==> src/rtl/fetch_pkg.sv <==
// Shared definitions for the instruction fetch stage: datapath width, default
// PC increment, fetch FSM state encodings and the IF/ID output slot payload.
package fetch_pkg;

  localparam int unsigned XLEN            = 32;
  localparam int unsigned PC_STEP_DEFAULT = 4;

  typedef enum logic [1:0] {
    S_REQ  = 2'd0,
    S_WAIT = 2'd1,
    S_PEND = 2'd2
  } fetch_state_e;

  // Instruction held for the IF/ID register: pc is fetch address + 4.
  typedef struct packed {
    logic [XLEN-1:0] pc;
    logic [XLEN-1:0] inst;
  } fetch_slot_t;

endpackage

==> src/rtl/fetch_perf_counters.sv <==
// Free-running, wrapping event counters for the fetch stage.
// Ports:
//   clk, rst           clock, synchronous active-high reset
//   fetch_inc          one-cycle pulse per output slot load
//   flush_inc          one-cycle pulse per branch cycle that killed work
//   fetch_count        number of slot loads since reset
//   flush_count        number of killing branch cycles since reset
module fetch_perf_counters
  import fetch_pkg::*;
(
  input  logic            clk,
  input  logic            rst,
  input  logic            fetch_inc,
  input  logic            flush_inc,
  output logic [XLEN-1:0] fetch_count,
  output logic [XLEN-1:0] flush_count
);

  logic [XLEN-1:0] fetch_count_q, fetch_count_d;
  logic [XLEN-1:0] flush_count_q, flush_count_d;

  // Counter increments; both wrap modulo 2^XLEN.
  always_comb begin
    fetch_count_d = fetch_count_q;
    flush_count_d = flush_count_q;
    if (fetch_inc) fetch_count_d = fetch_count_q + XLEN'(1);
    if (flush_inc) flush_count_d = flush_count_q + XLEN'(1);
  end

  always_ff @(posedge clk) begin
    if (rst) begin
      fetch_count_q <= '0;
      flush_count_q <= '0;
    end else begin
      fetch_count_q <= fetch_count_d;
      flush_count_q <= flush_count_d;
    end
  end

  assign fetch_count = fetch_count_q;
  assign flush_count = flush_count_q;

endmodule

==> src/rtl/instruction_fetch_stage.sv <==
// IF stage: fetches 32-bit words over a req/response handshake with at most one
// outstanding request, and holds one instruction in an output slot for IF/ID.
// Honours the hazard freeze and the EX branch redirect (branch has priority).
// Ports:
//   clk, rst                       clock, synchronous active-high reset
//   freeze                         IF/ID not accepting; output slot holds
//   branchTaken, branchAddr        redirect pulse and target
//   imemReq, imemAddr              request pulse and fetch address
//   imemRspValid, imemRspData      response pulse and instruction word
//   pcOut, instOut, instValid      output slot (pcOut = fetch address + 4)
//   fetchCount, flushCount         perf counters, only with FETCH_PERF_EN
module instruction_fetch_stage
  import fetch_pkg::*;
#(
  parameter logic [XLEN-1:0] RESET_PC = 32'h0000_0000,
  parameter int unsigned     PC_STEP  = PC_STEP_DEFAULT
) (
  input  logic            clk,
  input  logic            rst,
  input  logic            freeze,
  input  logic            branchTaken,
  input  logic [XLEN-1:0] branchAddr,
  output logic            imemReq,
  output logic [XLEN-1:0] imemAddr,
  input  logic            imemRspValid,
  input  logic [XLEN-1:0] imemRspData,
  output logic [XLEN-1:0] pcOut,
  output logic [XLEN-1:0] instOut,
  output logic            instValid
`ifdef FETCH_PERF_EN
  ,
  output logic [XLEN-1:0] fetchCount,
  output logic [XLEN-1:0] flushCount
`endif
);

  fetch_state_e    state_q, state_d;
  logic [XLEN-1:0] pc_q, pc_d;
  logic [XLEN-1:0] req_addr_q, req_addr_d;
  logic [XLEN-1:0] pend_q, pend_d;
  logic            drop_q, drop_d;
  logic            valid_q, valid_d;
  fetch_slot_t     slot_q, slot_d;
  logic            slot_free;
  logic            issue;

  // Next-state, slot and request logic; a branch overrides everything else.
  always_comb begin
    state_d    = state_q;
    pc_d       = pc_q;
    req_addr_d = req_addr_q;
    pend_d     = pend_q;
    drop_d     = drop_q;
    slot_d     = slot_q;
    // Slot is consumed whenever it is occupied and not frozen.
    valid_d    = valid_q & freeze;
    issue      = 1'b0;
    slot_free  = ~valid_q | ~freeze;

    if (branchTaken) begin
      pc_d    = branchAddr;
      valid_d = 1'b0;
      unique case (state_q)
        S_WAIT: begin
          if (imemRspValid) begin
            drop_d  = 1'b0;
            state_d = S_REQ;
          end else begin
            // Response still in flight: kill exactly that one when it lands.
            drop_d  = 1'b1;
          end
        end
        S_PEND:  state_d = S_REQ;
        default: state_d = S_REQ;
      endcase
    end else begin
      unique case (state_q)
        S_REQ: begin
          issue      = 1'b1;
          req_addr_d = pc_q;
          state_d    = S_WAIT;
        end
        S_WAIT: begin
          if (imemRspValid) begin
            if (drop_q) begin
              drop_d  = 1'b0;
              state_d = S_REQ;
            end else if (slot_free) begin
              slot_d  = '{pc: pc_q + XLEN'(4), inst: imemRspData};
              valid_d = 1'b1;
              pc_d    = pc_q + XLEN'(PC_STEP);
              state_d = S_REQ;
            end else begin
              pend_d  = imemRspData;
              state_d = S_PEND;
            end
          end
        end
        S_PEND: begin
          if (slot_free) begin
            slot_d  = '{pc: pc_q + XLEN'(4), inst: pend_q};
            valid_d = 1'b1;
            pc_d    = pc_q + XLEN'(PC_STEP);
            state_d = S_REQ;
          end
        end
        default: state_d = S_REQ;
      endcase
    end
  end

  always_ff @(posedge clk) begin
    if (rst) begin
      state_q    <= S_REQ;
      pc_q       <= RESET_PC;
      req_addr_q <= RESET_PC;
      pend_q     <= '0;
      drop_q     <= 1'b0;
      valid_q    <= 1'b0;
      slot_q     <= '0;
    end else begin
      state_q    <= state_d;
      pc_q       <= pc_d;
      req_addr_q <= req_addr_d;
      pend_q     <= pend_d;
      drop_q     <= drop_d;
      valid_q    <= valid_d;
      slot_q     <= slot_d;
    end
  end

  // Request is issued in the same cycle the FSM sits in S_REQ so a 1-cycle
  // memory sustains one instruction every two cycles. The address is held in
  // req_addr_q while outstanding because a branch may move pc underneath it.
  assign imemReq   = issue & ~rst;
  assign imemAddr  = (state_q == S_REQ) ? pc_q : req_addr_q;
  assign pcOut     = slot_q.pc;
  assign instOut   = slot_q.inst;
  assign instValid = valid_q;

`ifdef FETCH_PERF_EN
  logic load_ev;
  logic flush_ev;

  // A load is the only way valid_d rises other than holding a frozen slot.
  assign load_ev  = valid_d & ~(valid_q & freeze);
  // Killed work: an occupied slot, a parked word, or a not-yet-doomed request.
  assign flush_ev = branchTaken &
                    (valid_q | (state_q == S_PEND) | ((state_q == S_WAIT) & ~drop_q));

  fetch_perf_counters u_perf (
    .clk        (clk),
    .rst        (rst),
    .fetch_inc  (load_ev),
    .flush_inc  (flush_ev),
    .fetch_count(fetchCount),
    .flush_count(flushCount)
  );
`endif

endmodule

==> config.mk <==
export PLATFORM = sky130hd
export DESIGN_NAME = instruction_fetch_stage
export DESIGN_NICKNAME = d
export VERILOG_FILES = /design/src/rtl/fetch_pkg.sv /design/src/rtl/fetch_perf_counters.sv /design/src/rtl/instruction_fetch_stage.sv
export SDC_FILE = /design/constraint.sdc
export NUM_CORES = 1
export LEC_CHECK = 0
export CORE_ASPECT_RATIO = 1.4
export CORE_MARGIN = 4
export CORE_UTILIZATION = 44
export CTS_CLUSTER_SIZE = 8
export DETAILED_ROUTE_END_ITERATION = 12
export PLACE_DENSITY = 0.71
export SLEW_MARGIN = 20
export SYNTH_ARGS = -nofsm -noshare
export SYNTH_HDL_FRONTEND = slang
export SYNTH_SLANG_ARGS = --single-unit
export TNS_END_PERCENT = 1
==> constraint.sdc <==
create_clock -name clk -period 5.2 [get_ports clk]
set_input_delay 0.78 -clock clk [delete_from_list [all_inputs] [get_ports clk]]
set_output_delay 0.78 -clock clk [all_outputs]
set_load 0.005 [all_outputs]
* Word-level counts from Yosys, hierarchy flattened *
Index checks and enable logic that the tools add are counted.

cells by class
  add/subtract/negate cells = 1
  equality and inequality tests = 9
  mux-type cells = 30
  bitwise gates (word level) = 9
  reduce and logical (&&, ||, !) cells = 10

operators by type and width
  cell                     number
  $mux W64                 4
  $mux W32                 5
  $pmux W64 S2             1
  $pmux W32 S2             1
  $add A32 B3 Y32 const B  1
  $mux W2                  7
  $mux W1                  10
  $ne A3 B3 Y1 const B     3
  $ne A2 B2 Y1 const B     4
  $not A1 Y1               6
  $pmux W2 S3              1
  $reduce_and A6 Y1        1
  $reduce_and A5 Y1        1
  $reduce_and A2 Y1        2
  $reduce_bool A2 Y1       2
  $reduce_and A3 Y1        1
  $reduce_bool A3 Y1       1
  $and A1 B1 Y1            2
  $eq A2 B1 Y1 const B     1
  $eq A2 B2 Y1 const B     1
  $logic_not A2 Y1         1
  $pmux W1 S2              1
  $reduce_or A2 Y1         1
  $or A1 B1 Y1             1

word-level totals
  register bits = 164
  output and inout port bits = 98

* Logic depth before layout (Yosys ltp) *
Gate-level depths: netlist of run 1.

  depth after elaboration = 7
  gate-level depth with buffers = 9
  depth with buffers taken out = 7

* Worst setup path after synthesis of run 1 *
OpenSTA, ideal clock, no wires.

  kind = register -> output
  from = register state_q[0]
  to = output imemAddr[0]
  arrival = 1.442 ns
  path slack = 2.978 ns
  cell stages (with the launch flop) = 6
  path buffers = 2
  cell sequence = dfxtp_1 > inv_1 > ha_1 > clkbuf_1 > clkbuf_1 > mux2_2

between the ends
  word-level cells in the longest chain between the ends = 2

RTL lines
  element                   line                            source
  start: declaration        instruction_fetch_stage.sv:37   fetch_state_e state_q, state_d;
  start signal: assignment  instruction_fetch_stage.sv:122  state_q <= state_d;
  $logic_not A2 Y1          instruction_fetch_stage.sv:136  assign imemAddr = (state_q == S_REQ) ? pc_q : req_addr_q;
  $mux W32                  n/a
  end: declaration          instruction_fetch_stage.sv:24   output logic [XLEN-1:0] imemAddr,

No other way between the ends.

* Worst setup path in the final report of run 1 *
  from = register state_q[0]
  to = output imemAddr[31]

The elaborated chain is that of the path after synthesis.

==> metrics.txt, run 1 <==
Final ANT Viol Nets 0; WL per Instance 15.59 um; final WL 19.76 mm; Hold Path Stages 2; synth warn 0; Post-CTS Setup Bufs 0; sequential-to-total area share from yosys stat ~42%; multi-input logic area slightly below 0.004 sq mm; drt drc 0; Post-synth EDFFs 0; post-route setup slack 1.843 ns; clock transition at the registers of the reported paths 0.07 ns; Resize count post-CTS 0; FMAX 297.8 MHz; drt pass-1 iters 5; post-synthesis async set-or-reset flop share 0%; Clock Tree Root clkbuf_16; CTS H-Tree Depth 4; first-pass GRT wire length 30.71 mm; Final TNS setup 0 ns; Switch Pwr 768.3 uW; share of total power in combinational logic 12.5%; gr ovfl total 0; TritonCTS Sinks 164; CP Cell Sequence inv_1, ha_2, mux2_2, clkdlybuf4s50_1; Detailed Route Iter0 Violations 356; cts bufs inserted 17; crit path capture type output pin; Ports about 170; Max Cap Viol 0; ys flop type dfxtp_1; ratio of cells with drive above 1 in the final layout 8.527%; Layout Area Growth over Synthesis 27.92%; Power Density around 300 mW/mm^2; Rows 57; largest net degree at the start of global routing 95; # diodes 0; GRT Util Overall roughly a fifth; worst r2r src state_q[0]; R2R Setup Slk ~2.2 ns; Avg Synthesized Cell Area 8.515 sq um; crit-path max FO 34; worst-case hold path end point req_addr_q[21]; R2R cell count 7; switch share 25.97%; cell area after technology mapping 0.007740 sq mm; PortBufs 166; Crit Path Class flip-flop to output pin; Clock Skews 0.008552 ns; count of cell types in the netlist 53; nets between 1000 and 1500; Post-Syn Instances 909; Die Ht roughly 160 um; worst min path class flip-flop to flip-flop; # setup viols final 0; Post-CTS Hold Fix Bufs 0; FF+latch count, synth 164; Worst Setup SP state_q[0]; die area 0.01981 sq mm; Mapped Nets 982; Rel. slew slack 25.23%; initial antenna violation count 0; Internal Power 2190 uW; Initial Util 44.66%; CP Data Required Time about 4.4 ns; Reg power frac 46.1%; Post-DP HPWL 13.30 mm; core area 0.01733 sq mm; CTS tree done; Fillers 1592; DR vias/cell between 5 and 6; CP arrival approximately 2.6 ns; Leak Pwr 0.003379 uW; worst skew pair latency approximately 0.43 ns; CTS Buffer Depth 2; RSZ-0062 raised after global routing false; fin crit share 64.57%; Finished Core Util between 50% and 60%; outcome finished, final reports clean; end of the worst register-to-register path pc_q[3]; Die Wd 120.1 um; Worst path slowest cell ha_2; Clk network pwr share around two fifths; Register Area 0.003283 sq mm; Slowest Stage Delay on Critical Path 0.82 ns; Worst setup SP type flip-flop; Final min period 3.358 ns; Max VDD drop 0.1978 mV; gpl congestion 0.8081; endpoints failing hold 0; total number of vias 6554; number of global-route vias before repair around 6000; Slew Viols, Final 0; DP Worst Slack ~1.9 ns; Hold Path Origin req_addr_q[21]; Slew @ Worst Pin 1.122 ns
## layout make-up
cell class	instances	area share, %
clock buffer	18	4.335
clock inverter	14	1.441
inverter	26	0.9857
multi-input combinational	636	39.66
sequential	164	33.16
tap	236	2.982
timing repair buffer	174	17.44
## synthesized netlist by cell type (3+ instances only)
cell type | count | area share [%]
nor4_1 | 5 | 0.40
nor2_1 | 95 | 4.6
nor3_1 | 18 | 1.2
nor2b_1 | 6 | 0.49
ha_1 | 4 | 0.65
mux2_2 | 33 | 4.8
xnor2_1 | 33 | 3.7
o21ai_0 | 6 | 0.39
a21oi_1 | 86 | 5.6
nand2b_1 | 3 | 0.24
mux2i_1 | 48 | 6.2
and4_1 | 4 | 0.45
and3_1 | 3 | 0.24
inv_1 | 26 | 1.3
nand3_1 | 11 | 0.71
o21a_1 | 16 | 1.6
nand2_1 | 146 | 7.1
buf_2 | 7 | 0.45
buf_6 | 7 | 1.0
xor2_1 | 19 | 2.2
buf_12 | 3 | 0.78
nand4_1 | 8 | 0.65
a211oi_1 | 62 | 6.0
dfxtp_1 | 164 | 42
clkbuf_1 | 61 | 3.0
## worst max-delay path by stage
stage / to / slack [ns]
finish: imemAddr[31] / 1.84
global route: imemReq / 1.73
CTS: imemAddr[31] / 1.81
detailed placement: pcOut[3] / 1.87
global placement: pcOut[3] / 1.96
floorplan: imemAddr[0] / 2.98
## stage by stage
| stage | power (uW) | cells | hold WS [ns] | cell area [sq um] |
|---|---|---|---|---|
| 2_1_floorplan | 1584 | 909 | 0.4338 | 7740 |
| 3_3_place_gp | 1760 | 1236 | 0.4389 | 9326 |
| 3_5_place_dp | 1765 | 1236 | 0.4444 | 9329 |
| 4_1_cts | 2992 | 1268 | 0.4536 | 9901 |
| 5_1_grt | 3078 | 1268 | 0.4664 | 9901 |
| 6_report | 2958 | 1268 | 0.4512 | 9901 |
## flip-flops by register name, summed over array words and instances, names as in the netlist
name and cells:
pcOut 32, pend_q 32, instOut 32, pc_q 32, req_addr_q 32, instValid 1
state_q 2, drop_q 1
## power by group through the flow
stage / Combinational, uW / Clock (uW) / Sequential (uW)
3_5_place_dp: 374 / 0 / 1390
6_report: 371 / 1220 / 1360
4_1_cts: 376 / 1250 / 1360
3_3_place_gp: 370 / 0 / 1390
2_1_floorplan: 217 / 0 / 1370
5_1_grt: 405 / 1300 / 1370
## placed cells by master, fill, tap and decap left out, drive strengths merged, types with 3 or more instances in the layout
master	synthesis	final
dfxtp	164	164
clkdlybuf4s50	0	164
nand2	146	146
nor2	95	95
a21oi	86	86
a211oi	63	63
mux2i	48	48
mux2	33	33
xnor2	33	33
inv	26	33
xor2	19	19
nor3	19	19
clkbuf	62	18
o21a	16	16
nand3	11	11
nand4	10	10
buf	19	10
o21ai	7	7
nor2b	6	6
nor4	5	5
and4	5	5
clkinv	0	4
ha	4	4
nand2b	3	3
and3	3	3
or3	3	3
## metal layers
metal | routed length [um] | GRT usage [%] | vias to the layer above
met5 | 0 | 0 | -
met4 | 456 | 7.817 | 0
met3 | 1013 | 4.899 | 31
met2 | 10070 | 33.95 | 163
met1 | 8219 | 22.97 | 3037
li1 | - | - | 3323
## cells by family (layout without fill, tap and decap cells)
logic type	count (synthesis)	after routing	share of synthesized area, %
fa+ha+maj	4	4	0.6466
xor+xnor	52	52	5.884
mux	81	81	11.01
compound gates	185	185	15.05
buf+inv	109	232	7.129
flops	164	164	42.42
simple gates	314	314	17.86
## worst max-delay path, delay by kind of cell (launching register included)
kind,cells,cell delay (ns)
flops,1,0.33
buf+inv,2,0.58
mux,1,0.42
fa+ha+maj,1,0.82
No activity file was read; power rests on OpenSTA's default activity.
==> inputs of run 2 (changes only) <==
--- a/config.mk
+++ b/config.mk
@@ -10,7 +10,7 @@
 export CORE_UTILIZATION = 44
 export CTS_CLUSTER_SIZE = 8
 export DETAILED_ROUTE_END_ITERATION = 12
-export PLACE_DENSITY = 0.71
+export PLACE_DENSITY = 0.74
 export SLEW_MARGIN = 20
 export SYNTH_ARGS = -nofsm -noshare
 export SYNTH_HDL_FRONTEND = slang
==> constraint.sdc (replaced) <==
create_clock -name clk -period 2.7 [get_ports clk]
set_input_delay 0.405 -clock clk [delete_from_list [all_inputs] [get_ports clk]]
set_output_delay 0.405 -clock clk [all_outputs]
set_load 0.005 [all_outputs]
==> run 2 against run 1 <==
Compared with the run above:
- clock-buffer cell count grew 2
- global-route usage is 0.67 points higher
- final area increased by 2.1%
- first-iteration DRC count is 12% higher
- register-to-register slack worse by 1.7 ns
- critical path type unchanged
- highest routed layer unchanged
==> metrics.txt, run 2 (synthesis results as in run 1) <==
GRT met1 Usage 23.47% (was 22.97%); Layout Area Growth over Synthesis 30.60% (was 27.92%); WL per Instance 15.50 um (was 15.59 um); Leak Pwr 0.003496 uW (was 0.003379 uW); Rows 57 (unchanged); first-pass GRT wire length 32.29 mm (was 30.71 mm); GRT Util Overall 20.18% (was 19.51%); post-route setup slack 0.1204 ns (was 1.843 ns); fin crit share around 96%; Max VDD drop 0.4007 mV (was 0.1978 mV); largest net degree at the start of global routing 164 (was 95); cts bufs inserted 17 (unchanged); R2R cell count 6 (was 7); CTS tree done (unchanged); # setup viols final 0 (unchanged); number of global-route vias before repair 6424 (was 6014); Ports 167 (unchanged); crit-path max FO 19 (was 34); Crit Path Class flip-flop to output pin (unchanged); Fillers 1503 (was 1592); Clock Tree Root clkbuf_16 (unchanged); Resize count post-CTS 0 (unchanged); met2 usage 35.56% (was 33.95%); gpl congestion 0.8017 (was 0.8081); Slew @ Worst Pin 0.7287 ns (was 1.122 ns); Final ANT Viol Nets 0 (unchanged); GR Layer Usage met3 5.104% (was 4.899%); FMAX 387.7 MHz; nets 1105 (was 1092); drt drc 0 (unchanged); die area 0.01981 sq mm (unchanged); CTS Buffer Depth 2 (unchanged); total number of vias 6646 (was 6554); initial antenna violation count 0 (unchanged); Post-CTS Setup Bufs 0 (unchanged); Die Ht 164.9 um (unchanged); DR vias/cell 5.188 (was 5.169); endpoints failing hold 0 (unchanged); commonest cells after routing, fill and taps aside dfxtp_1, clkdlybuf4s50_1, nand2_1 (unchanged); Final min period 2.580 ns; worst skew pair latency 0.42 ns (was 0.43 ns); CP Data Required Time 2.30 ns (was 4.42 ns); Initial Util 44.66% (unchanged); drt pass-1 iters 4 (was 5); Die Wd 120.1 um (unchanged); Max Cap Viol 0 (unchanged); final WL 19.85 mm (was 19.76 mm); ratio of cells with drive above 1 in the final layout 9.378% (was 8.527%); Rel. slew slack 51.42% (was 25.23%); outcome finished, final reports clean (unchanged); gr ovfl total 0 (unchanged); CTS H-Tree Depth 4 (unchanged); RSZ-0062 raised after global routing false (unchanged); Post-DP HPWL 13.64 mm (was 13.30 mm); DP Worst Slack 0.3240 ns (was 1.871 ns); TritonCTS Sinks 164 (unchanged); # diodes 0 (unchanged); global route hottest layer met2 (unchanged); Final TNS setup 0 ns (unchanged); worst min path class flip-flop to flip-flop (unchanged); Detailed Route Iter0 Violations 397 (was 356); Clock Skews 0.009585 ns (was 0.008552 ns); CP arrival 2.17 ns (was 2.58 ns); crit path capture type output pin (unchanged); core area 0.01733 sq mm (unchanged); Slew Viols, Final 0 (unchanged); Hold Path Stages 2 (unchanged); Power Density 594.7 mW/mm^2 (was 298.8 mW/mm^2); Worst setup SP type flip-flop (unchanged); PortBufs 166 (unchanged); Post-CTS Hold Fix Bufs 0 (unchanged); clock transition at the registers of the reported paths 0.06 ns (was 0.07 ns)
==> run 2: cell type report <==
class	instances	area (sq um)	share of cell area [%]
clock buffer	20	446.7	4.419
tap	236	295.3	2.921
timing repair buffer	187	1862	18.42
sequential	164	3283	32.48
clock inverter	12	202.7	2.005
inverter	26	97.59	0.9655
multi-input combinational	636	3921	38.79
==> run 2: critical path: stages, from the launching register on <==
cell	delay, ns
dfxtp_1	0.33
inv_1	0.08
ha_1	0.17
buf_4	0.31
mux2_2	0.39
clkdlybuf4s50_1	0.47
==> run 2: where the power goes <==
part	internal (uW)	leakage, uW	switching, uW
registers	2520	0.00134	89.6
clock network	1670	0.000315	980
logic	413	0.00184	337
==> run 2: final timing paths <==
kind                                      from              to  slack (ns)
worst min-delay path            req_addr_q[15]  req_addr_q[15]        0.45
worst max register to register         pc_q[2]       pcOut[26]        0.50
worst max-delay path                state_q[0]    imemAddr[30]        0.12
worst min register to register  req_addr_q[15]  req_addr_q[15]        0.45
==> run 2: metrics by stage <==
| step | total power (uW) | std cells | hold slack, ns | utilization, % | cell area, sq um |
|---|---|---|---|---|---|
| 3_5_place_dp | 3420 | 1249 | 0.4439 | 54.58 | 9459 |
| 5_1_grt | 6237 | 1281 | 0.4701 | 58.33 | 10110 |
| 4_1_cts | 6069 | 1281 | 0.4521 | 58.33 | 10110 |
| 2_1_floorplan | 3051 | 909 | 0.4338 | - | 7740 |
| 3_3_place_gp | 3407 | 1249 | 0.4390 | 54.58 | 9459 |
| 6_report | 6011 | 1281 | 0.4523 | 58.33 | 10110 |
==> run 2: metal layers <==
layer	up-vias	routed length, um	share of wire, %
met5	-	0	0
li1	3349	-	-
met3	27	933	4.7
met4	0	461	2.3
met2	163	10370	52
met1	3107	8082	41
==> inputs of run 3 (changes only) <==
--- a/config.mk
+++ b/config.mk
@@ -5,9 +5,11 @@
 export SDC_FILE = /design/constraint.sdc
 export NUM_CORES = 1
 export LEC_CHECK = 0
+export CAP_MARGIN = 20
 export CORE_ASPECT_RATIO = 1.4
 export CORE_MARGIN = 4
 export CORE_UTILIZATION = 44
+export CTS_CLUSTER_DIAMETER = 60
 export CTS_CLUSTER_SIZE = 8
 export DETAILED_ROUTE_END_ITERATION = 12
 export PLACE_DENSITY = 0.74
==> results of run 3 <==
The final DEF is identical to that of run 2; final timing and power are the same.
